### src/rtl/div_err_monitor.sv
// div_err_monitor: error-statistics monitor for the 16/8 approximate array divider.
// Recomputes each in-range sample with an 8-step restoring divider and accumulates
// quotient error metrics with saturating counters.
// Optional build macro: DIV_ERR_REM_EN adds remainder-mismatch counting (rem_err_cnt);
// without it rem_err_cnt is tied to 0.
module div_err_monitor #(
  parameter int ACC_W = 32
) (
  input  logic             clk,
  input  logic             rst_n,
  input  logic             in_valid,
  output logic             in_ready,
  input  logic [15:0]      dividend,
  input  logic [7:0]       divisor,
  input  logic [7:0]       approx_q,
  input  logic [7:0]       approx_r,
  input  logic             stat_clr,
  output logic             done,
  output logic [ACC_W-1:0] sample_cnt,
  output logic [ACC_W-1:0] skip_cnt,
  output logic [ACC_W-1:0] err_cnt,
  output logic [ACC_W-1:0] ed_sum,
  output logic [7:0]       ed_max,
  output logic [ACC_W-1:0] rem_err_cnt
);

  typedef enum logic [1:0] {IDLE, CALC, UPDATE} state_t;

  state_t     state, state_nxt;
  logic [7:0] lo_q;     // low dividend byte, shifted out MSB first
  logic [7:0] d_q;
  logic [7:0] aq_q;
  logic [7:0] pr_q;     // partial remainder; holds the exact remainder after CALC
  logic [7:0] q_q;
  logic [2:0] it_q;
  logic       skip_q;

  logic       accept;
  logic       range_skip;
  logic [8:0] trial;
  logic [8:0] diff;
  logic [7:0] ed;

  assign in_ready   = (state == IDLE);
  assign done       = (state == UPDATE);
  assign accept     = in_valid && in_ready;
  // Quotient only fits in 8 bits when the high dividend byte is below the divisor.
  assign range_skip = (divisor == 8'd0) || (dividend[15:8] >= divisor);
  // pr < divisor always holds, so the trial stays within 9-bit signed range.
  assign trial      = {pr_q, lo_q[7]} - {1'b0, d_q};
  assign diff       = {1'b0, q_q} - {1'b0, aq_q};
  assign ed         = diff[8] ? (~diff[7:0] + 8'd1) : diff[7:0];

  function automatic logic [ACC_W-1:0] sat_add(input logic [ACC_W-1:0] a,
                                               input logic [ACC_W-1:0] b);
    logic [ACC_W:0] s;
    s = {1'b0, a} + {1'b0, b};
    return s[ACC_W] ? {ACC_W{1'b1}} : s[ACC_W-1:0];
  endfunction

  // State register.
  always_ff @(posedge clk or negedge rst_n) begin
    if (!rst_n) state <= IDLE;
    else        state <= state_nxt;
  end

  // Next-state logic: skips bypass CALC, valid samples take 8 iterations.
  always_comb begin
    state_nxt = state;
    case (state)
      IDLE:    if (accept) state_nxt = range_skip ? UPDATE : CALC;
      CALC:    if (it_q == 3'd7) state_nxt = UPDATE;
      UPDATE:  state_nxt = IDLE;
      default: state_nxt = IDLE;
    endcase
  end

  // Operand latch and restoring-division datapath.
  always_ff @(posedge clk or negedge rst_n) begin
    if (!rst_n) begin
      lo_q   <= '0;
      d_q    <= '0;
      aq_q   <= '0;
      pr_q   <= '0;
      q_q    <= '0;
      it_q   <= '0;
      skip_q <= 1'b0;
    end else if (accept) begin
      lo_q   <= dividend[7:0];
      d_q    <= divisor;
      aq_q   <= approx_q;
      pr_q   <= dividend[15:8];
      q_q    <= '0;
      it_q   <= '0;
      skip_q <= range_skip;
    end else if (state == CALC) begin
      pr_q <= trial[8] ? {pr_q[6:0], lo_q[7]} : trial[7:0];
      q_q  <= {q_q[6:0], ~trial[8]};
      lo_q <= {lo_q[6:0], 1'b0};
      it_q <= it_q + 3'd1;
    end
  end

  // Quotient statistics; a coincident clear discards the sample's contribution.
  always_ff @(posedge clk or negedge rst_n) begin
    if (!rst_n) begin
      sample_cnt <= '0;
      skip_cnt   <= '0;
      err_cnt    <= '0;
      ed_sum     <= '0;
      ed_max     <= '0;
    end else if (stat_clr) begin
      sample_cnt <= '0;
      skip_cnt   <= '0;
      err_cnt    <= '0;
      ed_sum     <= '0;
      ed_max     <= '0;
    end else if (state == UPDATE) begin
      if (skip_q) begin
        skip_cnt <= sat_add(skip_cnt, {{(ACC_W-1){1'b0}}, 1'b1});
      end else begin
        sample_cnt <= sat_add(sample_cnt, {{(ACC_W-1){1'b0}}, 1'b1});
        ed_sum     <= sat_add(ed_sum, {{(ACC_W-8){1'b0}}, ed});
        err_cnt    <= sat_add(err_cnt, {{(ACC_W-1){1'b0}}, (ed != 8'd0)});
        if (ed > ed_max) ed_max <= ed;
      end
    end
  end

`ifdef DIV_ERR_REM_EN
  logic [7:0]       ar_q;
  logic [ACC_W-1:0] rem_err_q;

  // Remainder comparison against the exact remainder left in pr after CALC.
  always_ff @(posedge clk or negedge rst_n) begin
    if (!rst_n) begin
      ar_q      <= '0;
      rem_err_q <= '0;
    end else begin
      if (accept) ar_q <= approx_r;
      if (stat_clr)
        rem_err_q <= '0;
      else if (state == UPDATE && !skip_q)
        rem_err_q <= sat_add(rem_err_q, {{(ACC_W-1){1'b0}}, (ar_q != pr_q)});
    end
  end

  assign rem_err_cnt = rem_err_q;
`else
  logic unused_approx_r;
  assign unused_approx_r = ^approx_r;
  assign rem_err_cnt     = '0;
`endif

endmodule
### config.mk
export PLATFORM = sky130hd
export DESIGN_NAME = div_err_monitor
export DESIGN_NICKNAME = d
export VERILOG_FILES = /design/src/rtl/div_err_monitor.sv
export SDC_FILE = /design/constraint.sdc
export NUM_CORES = 1
export LEC_CHECK = 0
export CELL_PAD_IN_SITES_DETAIL_PLACEMENT = 1
export CELL_PAD_IN_SITES_GLOBAL_PLACEMENT = 2
export CORE_UTILIZATION = 34
export DETAILED_ROUTE_END_ITERATION = 16
export PLACE_DENSITY_LB_ADDON = 0.1
export SYNTH_ARGS = -nofsm -noshare
export SYNTH_HDL_FRONTEND = slang
export SYNTH_SLANG_ARGS = --single-unit
### constraint.sdc
create_clock -name clk -period 8.2 [get_ports clk]
set_input_delay 1.64 -clock clk [delete_from_list [all_inputs] [get_ports clk]]
set_output_delay 1.64 -clock clk [all_outputs]
set_load 0.02 [all_outputs]
==> results of run 1 <==
-- synth_stat cells, types with 5 or more instances --
master	n	area share
sky130_fd_sc_hd__nor2b_1	11	0.0062
sky130_fd_sc_hd__xor2_1	7	0.0055
sky130_fd_sc_hd__a21oi_1	82	0.037
sky130_fd_sc_hd__nand2b_1	10	0.0056
sky130_fd_sc_hd__and4_1	20	0.016
sky130_fd_sc_hd__a22oi_1	10	0.0068
sky130_fd_sc_hd__o21a_1	10	0.0068
sky130_fd_sc_hd__nor3_1	59	0.027
sky130_fd_sc_hd__a311oi_1	28	0.022
sky130_fd_sc_hd__o21bai_1	6	0.0041
sky130_fd_sc_hd__o21ai_1	6	0.0027
sky130_fd_sc_hd__and3_1	39	0.022
sky130_fd_sc_hd__buf_4	32	0.022
sky130_fd_sc_hd__mux2i_1	19	0.017
sky130_fd_sc_hd__nor3b_1	6	0.0041
sky130_fd_sc_hd__clkbuf_1	58	0.020
sky130_fd_sc_hd__xnor2_1	12	0.0095
sky130_fd_sc_hd__nor4_1	10	0.0056
sky130_fd_sc_hd__nand3_1	55	0.025
sky130_fd_sc_hd__nand4_1	22	0.012
sky130_fd_sc_hd__a211oi_1	52	0.035
sky130_fd_sc_hd__o21ai_0	76	0.034
sky130_fd_sc_hd__a31oi_1	17	0.0096
sky130_fd_sc_hd__nand2_1	113	0.038
sky130_fd_sc_hd__a21o_1	8	0.0054
sky130_fd_sc_hd__a211o_1	8	0.0063
sky130_fd_sc_hd__o211ai_1	5	0.0034
sky130_fd_sc_hd__ha_1	47	0.053
sky130_fd_sc_hd__nor2_1	142	0.048
sky130_fd_sc_hd__o31ai_1	10	0.0068
sky130_fd_sc_hd__inv_1	50	0.017
sky130_fd_sc_hd__and2_1	11	0.0062
sky130_fd_sc_hd__dfrtp_1	182	0.41
-- power by group --
group,internal [W],total [W],leakage (nW),switching (W)
clock,0.000575,0.000966,0.322,0.000390
sequential,0.00102,0.00110,2.47,0.0000799
combinational,0.000925,0.00234,2.68,0.00141
-- metrics by stage --
step	hold WS, ns	worst slack [ns]
final	0.488	2.87
after detailed placement	0.473	2.85
after global routing	0.531	2.51
after global placement	0.463	2.93
after CTS	0.493	2.82
after floorplan	0.447	3.76
-- flip-flops by register name, indices dropped and copies added, names as in the netlist --
name	cells
ed_max	8
err_cnt	32
aq_q	8
it_q	3
lo_q	8
skip_cnt	32
q_q	8
ed_sum	32
state	2
sample_cnt	32
skip_q	1
d_q	8
pr_q	8
-- layer usage --
metal / GRT usage / part of all wire / up-vias / wire [um]
li1: - / - / 4909 / -
met1: 0.282 / 0.50 / 5080 / 16700
met2: 0.328 / 0.46 / 151 / 15300
met3: 0.0419 / 0.036 / 13 / 1200
met4: 0.0417 / 0.0086 / 0 / 288
met5: 0 / 0 / - / 0
-- critical path, delay by kind of cell (launching register included) --
family / cells / cell delay [ns]
simple gates: 8 / 2.22
compound gates: 5 / 1.17
fa+ha+maj: 3 / 0.80
xor+xnor: 1 / 0.53
flops: 1 / 0.38
buf+inv: 2 / 0.13
-- cells in the final DEF (no fill, tap or decap), types with 5 or more instances in the layout --
cell type                         count
sky130_fd_sc_hd__dfrtp_1            182
sky130_fd_sc_hd__nand3_1             55
sky130_fd_sc_hd__ha_1                47
sky130_fd_sc_hd__a21oi_1             82
sky130_fd_sc_hd__clkdlybuf4s50_1    171
sky130_fd_sc_hd__o21ai_1              6
sky130_fd_sc_hd__conb_1              32
sky130_fd_sc_hd__and2_1              10
sky130_fd_sc_hd__o211ai_1             5
sky130_fd_sc_hd__a211o_1              8
sky130_fd_sc_hd__nor4_1              10
sky130_fd_sc_hd__and3_1              39
sky130_fd_sc_hd__a31oi_1             17
sky130_fd_sc_hd__inv_1               50
sky130_fd_sc_hd__clkbuf_16           17
sky130_fd_sc_hd__and4_1              20
sky130_fd_sc_hd__mux2i_1             19
sky130_fd_sc_hd__nand2_1            113
sky130_fd_sc_hd__xnor2_1             12
sky130_fd_sc_hd__a22oi_1             10
sky130_fd_sc_hd__nor3_1              59
sky130_fd_sc_hd__nor2b_1             10
sky130_fd_sc_hd__a311oi_1            28
sky130_fd_sc_hd__xor2_1               7
sky130_fd_sc_hd__nor3b_1              6
sky130_fd_sc_hd__buf_4               12
sky130_fd_sc_hd__a21o_1               8
sky130_fd_sc_hd__o31ai_1             10
sky130_fd_sc_hd__o21a_1              10
sky130_fd_sc_hd__a211oi_1            52
sky130_fd_sc_hd__bufinv_16            6
sky130_fd_sc_hd__o21bai_1             6
sky130_fd_sc_hd__nor2_1             142
sky130_fd_sc_hd__nand4_1             22
sky130_fd_sc_hd__o21ai_0             76
sky130_fd_sc_hd__nand2b_1             9
-- cell families after synthesis --
group	count (synthesis)	share of synthesized area
muxes	21	0.0192
other	1	0.000338
buffers and inverters	145	0.0599
and+or+nand+nor	514	0.227
DFF	182	0.411
AOI/OAI and AO/OA	349	0.206
xor gates and xnor gates	21	0.0179
adders and majority gates	50	0.0585
-- worst max-delay path by stage --
stage / end / cells past startpoint / slack [ns] / from
3_5_place_dp: err_cnt[11] / 19 / 2.85 / q_q[0]
4_1_cts: err_cnt[11] / 19 / 2.82 / q_q[0]
5_1_grt: err_cnt[11] / 19 / 2.51 / q_q[0]
3_3_place_gp: err_cnt[11] / 19 / 2.93 / q_q[0]
2_1_floorplan: err_cnt[29] / 22 / 3.76 / q_q[0]
6_report: err_cnt[11] / 19 / 2.87 / q_q[0]
-- cell type report --
type	instances	area [sq um]	share of cell area
Timing Repair Buffer	184	1820	0.132
Clock inverter	15	250	0.0182
Sequential cell	182	4550	0.331
Clock buffer	17	425	0.0309
Tap cell	435	544	0.0395
Multi-Input combinational cell	987	5990	0.435
Inverter	51	191	0.0139
==> metrics.yaml, run 1 <==
synthesis:
  netlist-cell-type-count: 66
  avgSynthCellArea_sq_um: 8.64
  asyncSetResetFlopFracSynth: 1.00
  synth_sequential_area_ratio: 0.411
  mappedNetlistArea_sq_mm: 0.0111
  synth_enable_flop_cells: 0
  synth_flop_cell: "sky130_fd_sc_hd__dfrtp_1"
  netlist_instances: 1283
  yosys_synthesis_warning_count: 0
  yosys_register_bits: 182
cts:
  cts_root_buffer: "sky130_fd_sc_hd__clkbuf_16"
  clk_pin_slew_worst_paths_ns: 0.07
  clkSinkCount: 182
  worst_skew_pair.late_latency_ns: 0.45
  tritoncts.num_buffers: 17
  cts_tree: "built"
  cts_repair_resize_count: 0
  post_cts_buffers: 0
  post_cts_hold_buffer_count: 0
  clock_tree.htree_level_count: 4
  cts-root-to-sink-buffers: 2
hold_path:
  min-delay-start: "lo_q[2]"
  hold_class: "reg -> reg"
  min_delay_worst_endpoint: "lo_q[2]"
  worstHoldPathCells: 2
floorplan:
  placeableCoreArea_sq_mm: 0.0318
  core.rowCount: 65
  fp.dieH_um: 183
  fp.dieArea_sq_mm: 0.0333
  initial_standard_cell_utilization_of_the_core: 0.349
  chipWidth_um: 183
  pin_count: 214
power:
  powerDensity_mw_per_mm2: 320
  worst_ir_drop_vdd_v: 0.000212
  cellLeakagePower_nw: 5.47
  fin_total_pwr_w: 0.00440
global_routing:
  grt_antenna_before_repair: 0
  grt_first_pass_wirelength_um: 54500
  grt_pass1_vias: 10200
  grt_start_max_net_pins: 117
  grt.total_usage: 0.204
  gr-total-overflow: 0
cells_and_area:
  postLayoutCellArea_sq_mm: 0.0138
  layout.core_utilization: 0.433
  design.final.nets: 1517
  post_route_cells_drive_above_1_share: 0.0467
  final-instance-count-excl-fill: 1871
  syn2layout_area_growth_pct: 24.3
  n_antenna_cell: 0
  fillCellCount: 3739
drt:
  detail-route-antenna-nets: 0
  via_count_of_the_routed_design: 10200
  route.detailed.wl_per_inst_um: 17.9
  drt_drc_violations_left: 0
  viasPerCell: 5.43
  post_route_wl_um: 33500
  initialDrtViolationCount: 432
  drtPass1Iterations: 4
worst_setup_path:
  cp_slowest_stage_delay_ns: 0.86
  cell_count_of_the_worst_reg_to_reg_path: 19
  slowest_stage: "sky130_fd_sc_hd__or4_1"
  crit_fanout: 17
  regToRegEndpoint: "err_cnt[11]"
  cp_cell_sequence: "inv_1 -> ha_1 -> inv_1 -> fa_1 -> a21oi_2 -> o22a_1 -> a211o_1 -> o41ai_1 -> xnor2_1 -> nor3_1 -> or4b_1 -> ha_1 -> nand2_1 -> nor2_1 -> nand3_1 -> or4_1 -> nand2_1 -> nor2_1 -> a211oi_1"
  path_class: "reg -> reg"
  critPathCaptureType: "flop"
  cp_data_arrival_time_ns: 5.68
  rrSetupSlack_ns: 2.87
  worst_ep_required_time_ns: 8.55
  timing.critical_path.from_type: "flop"
  worst_r2r_startpoint: "q_q[0]"
sta:
  rel_slew_slack: 0.288
  finalCriticalPeriod_ns: 5.33
  report.final.hold_viol_count: 0
  worst_clock_skew_ns: 0.00921
  worstMarginPinSlew_ns: 1.07
  timing_max_transition_violations_final: 0
  fmaxAchievable_mhz: 188
  period_share: 0.650
  rsz0062_at_grt: "no"
  tns_ns: 0
  setup_viol: 0
placement:
  placed_cells: 1839
  post-dp-hpwl_um: 22900
  place.port_buffers: 173
  place_area_sq_mm: 0.0131
  gp_congestion: 0.812
status:
  outcome: "complete, no violations"
job:
  drv.max_cap_violation_count: 0
No activity file was read; power rests on OpenSTA's default activity.
==> run 2: changes to the inputs <==
--- a/config.mk
+++ b/config.mk
@@ -7,7 +7,7 @@
 export LEC_CHECK = 0
 export CELL_PAD_IN_SITES_DETAIL_PLACEMENT = 1
 export CELL_PAD_IN_SITES_GLOBAL_PLACEMENT = 2
-export CORE_UTILIZATION = 34
+export CORE_UTILIZATION = 31
 export DETAILED_ROUTE_END_ITERATION = 16
 export PLACE_DENSITY_LB_ADDON = 0.1
 export SYNTH_ARGS = -nofsm -noshare
==> constraint.sdc (replaced) <==
create_clock -name clk -period 4.95 [get_ports clk]
set_input_delay 0.99 -clock clk [delete_from_list [all_inputs] [get_ports clk]]
set_output_delay 0.99 -clock clk [all_outputs]
set_load 0.02 [all_outputs]
==> run 2 against run 1 <==
  * Sequential power increased by 65%
  * Wire length increased by 3.0%
  * Maximum frequency increased by 14%
  * Critical path type unchanged
  * Combinational power increased by 73%
  * Largest power group unchanged
  * Setup slack got worse by 2.6 ns
  * Clock-buffer cell count increased by 6
  * Design area increased by 0.47%
  * Clock power increased by 44%
  * Sequential cell count unchanged
  * Final cell count increased by 1.9%
  * Global-route usage decreased by 1.1 points
==> metrics.yaml, run 2 (synthesized netlist as in run 1, its figures left out) <==
worst_setup_path:
  rrSetupSlack_ns: 0.26  # was 2.87 ns
  crit_fanout: 8  # was 17
  cp_data_arrival_time_ns: 5.03  # was 5.68 ns
  cp_cell_sequence: "inv_1 -> ha_1 -> inv_1 -> fa_1 -> a21oi_2 -> o21bai_4 -> xnor2_2 -> or4_1 -> o21a_1 -> xnor2_2 -> inv_2 -> or4b_1 -> ha_1 -> nand2_1 -> nor3_1 -> and4_2 -> and2_1 -> and3_1 -> a211oi_1"  # was inv_1 -> ha_1 -> inv_1 -> fa_1 -> a21oi_2 -> o22a_1 -> a211o_1 -> o41ai_1 -> xnor2_1 -> nor3_1 -> or4b_1 -> ha_1 -> nand2_1 -> nor2_1 -> nand3_1 -> or4_1 -> nand2_1 -> nor2_1 -> a211oi_1
  slowest_stage: "sky130_fd_sc_hd__or4b_1"  # was sky130_fd_sc_hd__or4_1
  critPathCaptureType: "flop"  # unchanged
  cp_slowest_stage_delay_ns: 0.61  # was 0.86 ns
  path_class: "reg -> reg"  # unchanged
  timing.critical_path.from_type: "flop"  # unchanged
  worst_ep_required_time_ns: 5.30  # was 8.55 ns
floorplan:
  pin_count: 214  # unchanged
  core.rowCount: 68  # was 65
  chipWidth_um: 191  # was 183 um
  placeableCoreArea_sq_mm: 0.0349  # was 0.0318 sq mm
  fp.dieArea_sq_mm: 0.0365  # was 0.0333 sq mm
  initial_standard_cell_utilization_of_the_core: 0.318  # was 0.349
  fp.dieH_um: 191  # was 183 um
power:
  portion_of_total_power_attributed_to_the_clock_network: 0.191  # was 0.219
  worst_ir_drop_vdd_v: 0.000351  # was 0.000212 V
  cellLeakagePower_nw: 5.52  # was 5.47 nW
  switching_power_w: 0.00312  # was 0.00188 W
  fin_total_pwr_w: 0.00724  # was 0.00440 W
  seq_power_share: 0.251  # was 0.249
  power_frac_comb: 0.557  # was 0.531
  powerDensity_mw_per_mm2: 523  # was 320 mW/mm^2
  cell_internal_pwr_w: 0.00412  # was 0.00252 W
  switch_share: 0.431  # was 0.428
cells_and_area:
  syn2layout_area_growth_pct: 24.9  # was 24.3%
  layout.cells.most_common: "sky130_fd_sc_hd__dfrtp_1"  # unchanged
  final-instance-count-excl-fill: 1907  # was 1871
  post_route_cells_drive_above_1_share: 0.0579  # was 0.0467
  n_antenna_cell: 0  # unchanged
  fillCellCount: 4134  # was 3739
  layout.cells.most_common_list: "sky130_fd_sc_hd__dfrtp_1, sky130_fd_sc_hd__clkdlybuf4s50_1, sky130_fd_sc_hd__nor2_1"  # unchanged
  design.final.nets: 1533  # was 1517
sta:
  timing_max_transition_violations_final: 0  # unchanged
  setup_viol: 0  # unchanged
  tns_ns: 0  # unchanged
  finalHoldWorstSlack_ns: 0.479  # was 0.488 ns
  report.final.hold_viol_count: 0  # unchanged
  worst_clock_skew_ns: 0.00925  # was 0.00921 ns
  worstMarginPinSlew_ns: 1.07  # about the same
  finalCriticalPeriod_ns: 4.69  # was 5.33 ns
  period_share: 0.947  # was 0.650
  rel_slew_slack: 0.287  # was 0.288
  fmaxAchievable_mhz: 213  # was 188 MHz
  finalWorstSetupSlack_ns: 0.262  # was 2.87 ns
cts:
  clock_tree.htree_level_count: 4  # unchanged
  cts_root_buffer: "sky130_fd_sc_hd__clkbuf_16"  # unchanged
  worst_skew_pair.late_latency_ns: 0.45  # about the same
  cts_tree: "built"  # unchanged
  clkSinkCount: 182  # unchanged
  clk_pin_slew_worst_paths_ns: 0.07  # about the same
  tritoncts.num_buffers: 17  # unchanged
  cts-root-to-sink-buffers: 2  # unchanged
placement:
  gp_congestion: 0.783  # was 0.812
  placed_cells: 1874  # was 1839
  post-dp-hpwl_um: 24300  # was 22900 um
  place.port_buffers: 173  # unchanged
  placement.setup.worst_slack_ns: 0.249  # was 2.85 ns
drt:
  viasPerCell: 5.34  # was 5.43
  route.detailed.wl_per_inst_um: 18.1  # was 17.9 um
  post_route_wl_um: 34500  # was 33500 um
  initialDrtViolationCount: 466  # was 432
  drt_drc_violations_left: 0  # unchanged
  detail-route-antenna-nets: 0  # unchanged
  via_count_of_the_routed_design: 10200  # about the same
  drtPass1Iterations: 7  # was 4
global_routing:
  grt_pass1_vias: 10200  # about the same
  grt_antenna_before_repair: 0  # unchanged
  grt_first_pass_wirelength_um: 56400  # was 54500 um
  gr-total-overflow: 0  # unchanged
  grt.met1_usage: 0.276  # was 0.282
  busiest_grt_layer: "met2"  # unchanged
  groute.layer.met2.usage: 0.299  # was 0.328
  grt_start_max_net_pins: 111  # was 117
  grt.total_usage: 0.193  # was 0.204
  use_met3: 0.0384  # was 0.0419
hold_path:
  hold_class: "reg -> reg"  # unchanged
status:
  outcome: "complete, no violations"  # unchanged
job:
  drv.max_cap_violation_count: 0  # unchanged
==> run 2: cell count changes in the layout (fill, tap and decap cells not counted), moves of 2 or more <==
cell and change:
sky130_fd_sc_hd__bufinv_16 -4, sky130_fd_sc_hd__nor3_2 +2, sky130_fd_sc_hd__clkinv_2 +3, sky130_fd_sc_hd__inv_6 -2
sky130_fd_sc_hd__clkinvlp_4 -2, sky130_fd_sc_hd__buf_4 +15, sky130_fd_sc_hd__nor3_1 -2, sky130_fd_sc_hd__clkbuf_1 +4
sky130_fd_sc_hd__clkbuf_8 +2
==> run 2: power groups by stage <==
stage	Combinational [W]	Clock (W)	Sequential, W
6_report	0.00404	0.00139	0.00182
3_5_place_dp	0.00402	0	0.00185
5_1_grt	0.00458	0.00149	0.00185
3_3_place_gp	0.00394	0	0.00184
4_1_cts	0.00407	0.00144	0.00182
2_1_floorplan	0.00293	0	0.00183
==> run 2: critical path, delay by kind of cell, from the launching register on <==
kind / cells / cell delay (ns)
simple gates: 7 / 2.02
buf+inv: 3 / 0.22
compound gates: 4 / 0.78
fa+ha+maj: 3 / 0.83
flops: 1 / 0.38
xor+xnor: 2 / 0.33
==> run 2: final cells by class <==
type                    instances  area, sq um  area share
clock inverters                 9          101     0.00732
inverters                      51          191      0.0138
flip-flops and latches        182         4550       0.329
multi-input cells             987         6010       0.434
clock buffers                  23          468      0.0338
repair buffers                200         1950       0.141
well taps                     455          569      0.0411
==> run 2: timing repair <==
item                                    in CTS  in global routing
setup buffers                                0                  1
endpoints found under the setup margin       0                 10
hold buffers                                 0                  0
resized for setup                            0                  5
==> run 2: final timing paths <==
kind	startpoint	to	depth (start not counted)
max reg2reg	q_q[0]	err_cnt[22]	19
min reg2reg	lo_q[1]	lo_q[1]	2
min	lo_q[1]	lo_q[1]	2
max	q_q[0]	err_cnt[22]	19
min in group asynchronous	rst_n	err_cnt[27]	1
max in group asynchronous	rst_n	lo_q[1]	2
==> run 2: routing by layer <==
layer | routed length (um) | part of all wire | vias up
li1 | - | - | 4936
met1 | 17500 | 0.51 | 5061
met2 | 15400 | 0.45 | 170
met3 | 1340 | 0.039 | 13
met4 | 284 | 0.0082 | 0
met5 | 0 | 0 | -
==> run 2: stage by stage <==
step                instance area [sq um]   util
floorplan                           11200      -
finish                              13800  0.397
global placement                    13200  0.380
CTS                                 13800  0.396
detailed placement                  13200  0.380
global route                        13800  0.397
==> patch, RTL diff (config.mk and constraints of run 2) <==
The 3 states of `state_t` get a one-hot encoding in 3 bits.
--- a/src/rtl/div_err_monitor.sv
+++ b/src/rtl/div_err_monitor.sv
@@ -26,3 +26,3 @@
 
-  typedef enum logic [1:0] {IDLE, CALC, UPDATE} state_t;
+  typedef enum logic [2:0] {IDLE = 3'b001, CALC = 3'b010, UPDATE = 3'b100} state_t;
 
Function: same outputs for any inputs over 4 cycles, from zero or initial values and one cycle with rst_n low; so few cycles prove little.
==> patch against run 2 <==
- worst setup slack gained 0.14 ns
- largest cell class unchanged
- routed wire length grew 0.21%
- power shrank 22%
- critical path type unchanged
- sequential cell count grew 1
- largest power group unchanged
- area after synthesis shrank 1.3%
- final cell count grew 0.10%
- final area grew 0.70%
- core utilization grew 0.57 points
==> patch: results <==
[outcome]
outcome = "completed"

[min_path]
hold_path.startpoint = "lo_q[2]$_DFFE_PN0P_"
min_to = "lo_q[2]$_DFFE_PN0P_"

[logic_synthesis]
synth_xor_area_share_pct = 1.92
synthTopCellsByArea = "dfrtp_1 42%, nor2_1 5.6%, ha_1 5.4%, nand2_1 4.0%, a211oi_1 3.7%"
synthAdderAreaFrac_pct = 5.92
syn_avg_cell_area_sq_um = 8.63
yosysSeqAreaShare_pct = 41.9
yosysUniqueCellTypes = 64

[power_and_ir_drop]
pwr-share-comb_pct = 43.4
p_switching_mw = 2.15
p_leak_nw = 5.59
ir_worst_vdd_uv = 272
pg_comb_mw = 2.45

[drt]
drt_wl_total_um = 34600
drtIter0Drc = 389
avgViaCountPerCell = 5.27
wl_met2_um = 16600
drt-met1-wl_um = 16500
wl_met3_um = 1150
wire_per_inst_um = 18.1

[sta]
whs_ns = 0.481
worst_pin_slew_ns = 1.14

[grt]
grtUsageTotal_pct = 19.8
met1_usage_pct = 27.1
grt_pass1_vias = 10260
use_met2_pct = 32.5

[finish]
fin_nets = 1535
fillCellCount = 4059
fin_area_sq_mm = 0.0139

[worst_setup_path]
worstPathMaxFanout = 5
critPathArrivalTime_ns = 4.89
cp_slowest_cell = "fa_1"

[place]
dp_hpwl_um = 24300
pre_cts_ws_ns = 0.144
[patch: final cells by class]
type                       count  area share (%)
inverter                      51            1.37
sequential                   183            32.9
tap                          455            4.09
timing repair buffer         216            14.9
clock inverter                13            1.02
clock buffer                  19            3.25
multi-input combinational    972            42.5
[patch: worst max path at each step]
stage,startpoint,endpoint,slack (ns),cells past startpoint
final,q_q[0]$_DFFE_PN0P_,err_cnt[28]$_DFFE_PN0P_,0.40,22
after global routing,q_q[0]$_DFFE_PN0P_,ed_sum[27]$_DFFE_PN0P_,-0.03,22
after CTS,q_q[0]$_DFFE_PN0P_,ed_sum[12]$_DFFE_PN0P_,0.12,19
after detailed placement,q_q[0]$_DFFE_PN0P_,ed_sum[12]$_DFFE_PN0P_,0.14,19
after global placement,q_q[0]$_DFFE_PN0P_,ed_sum[12]$_DFFE_PN0P_,0.18,19
after floorplan,q_q[0]$_DFFE_PN0P_,err_cnt[21]$_DFFE_PN0P_,0.71,22
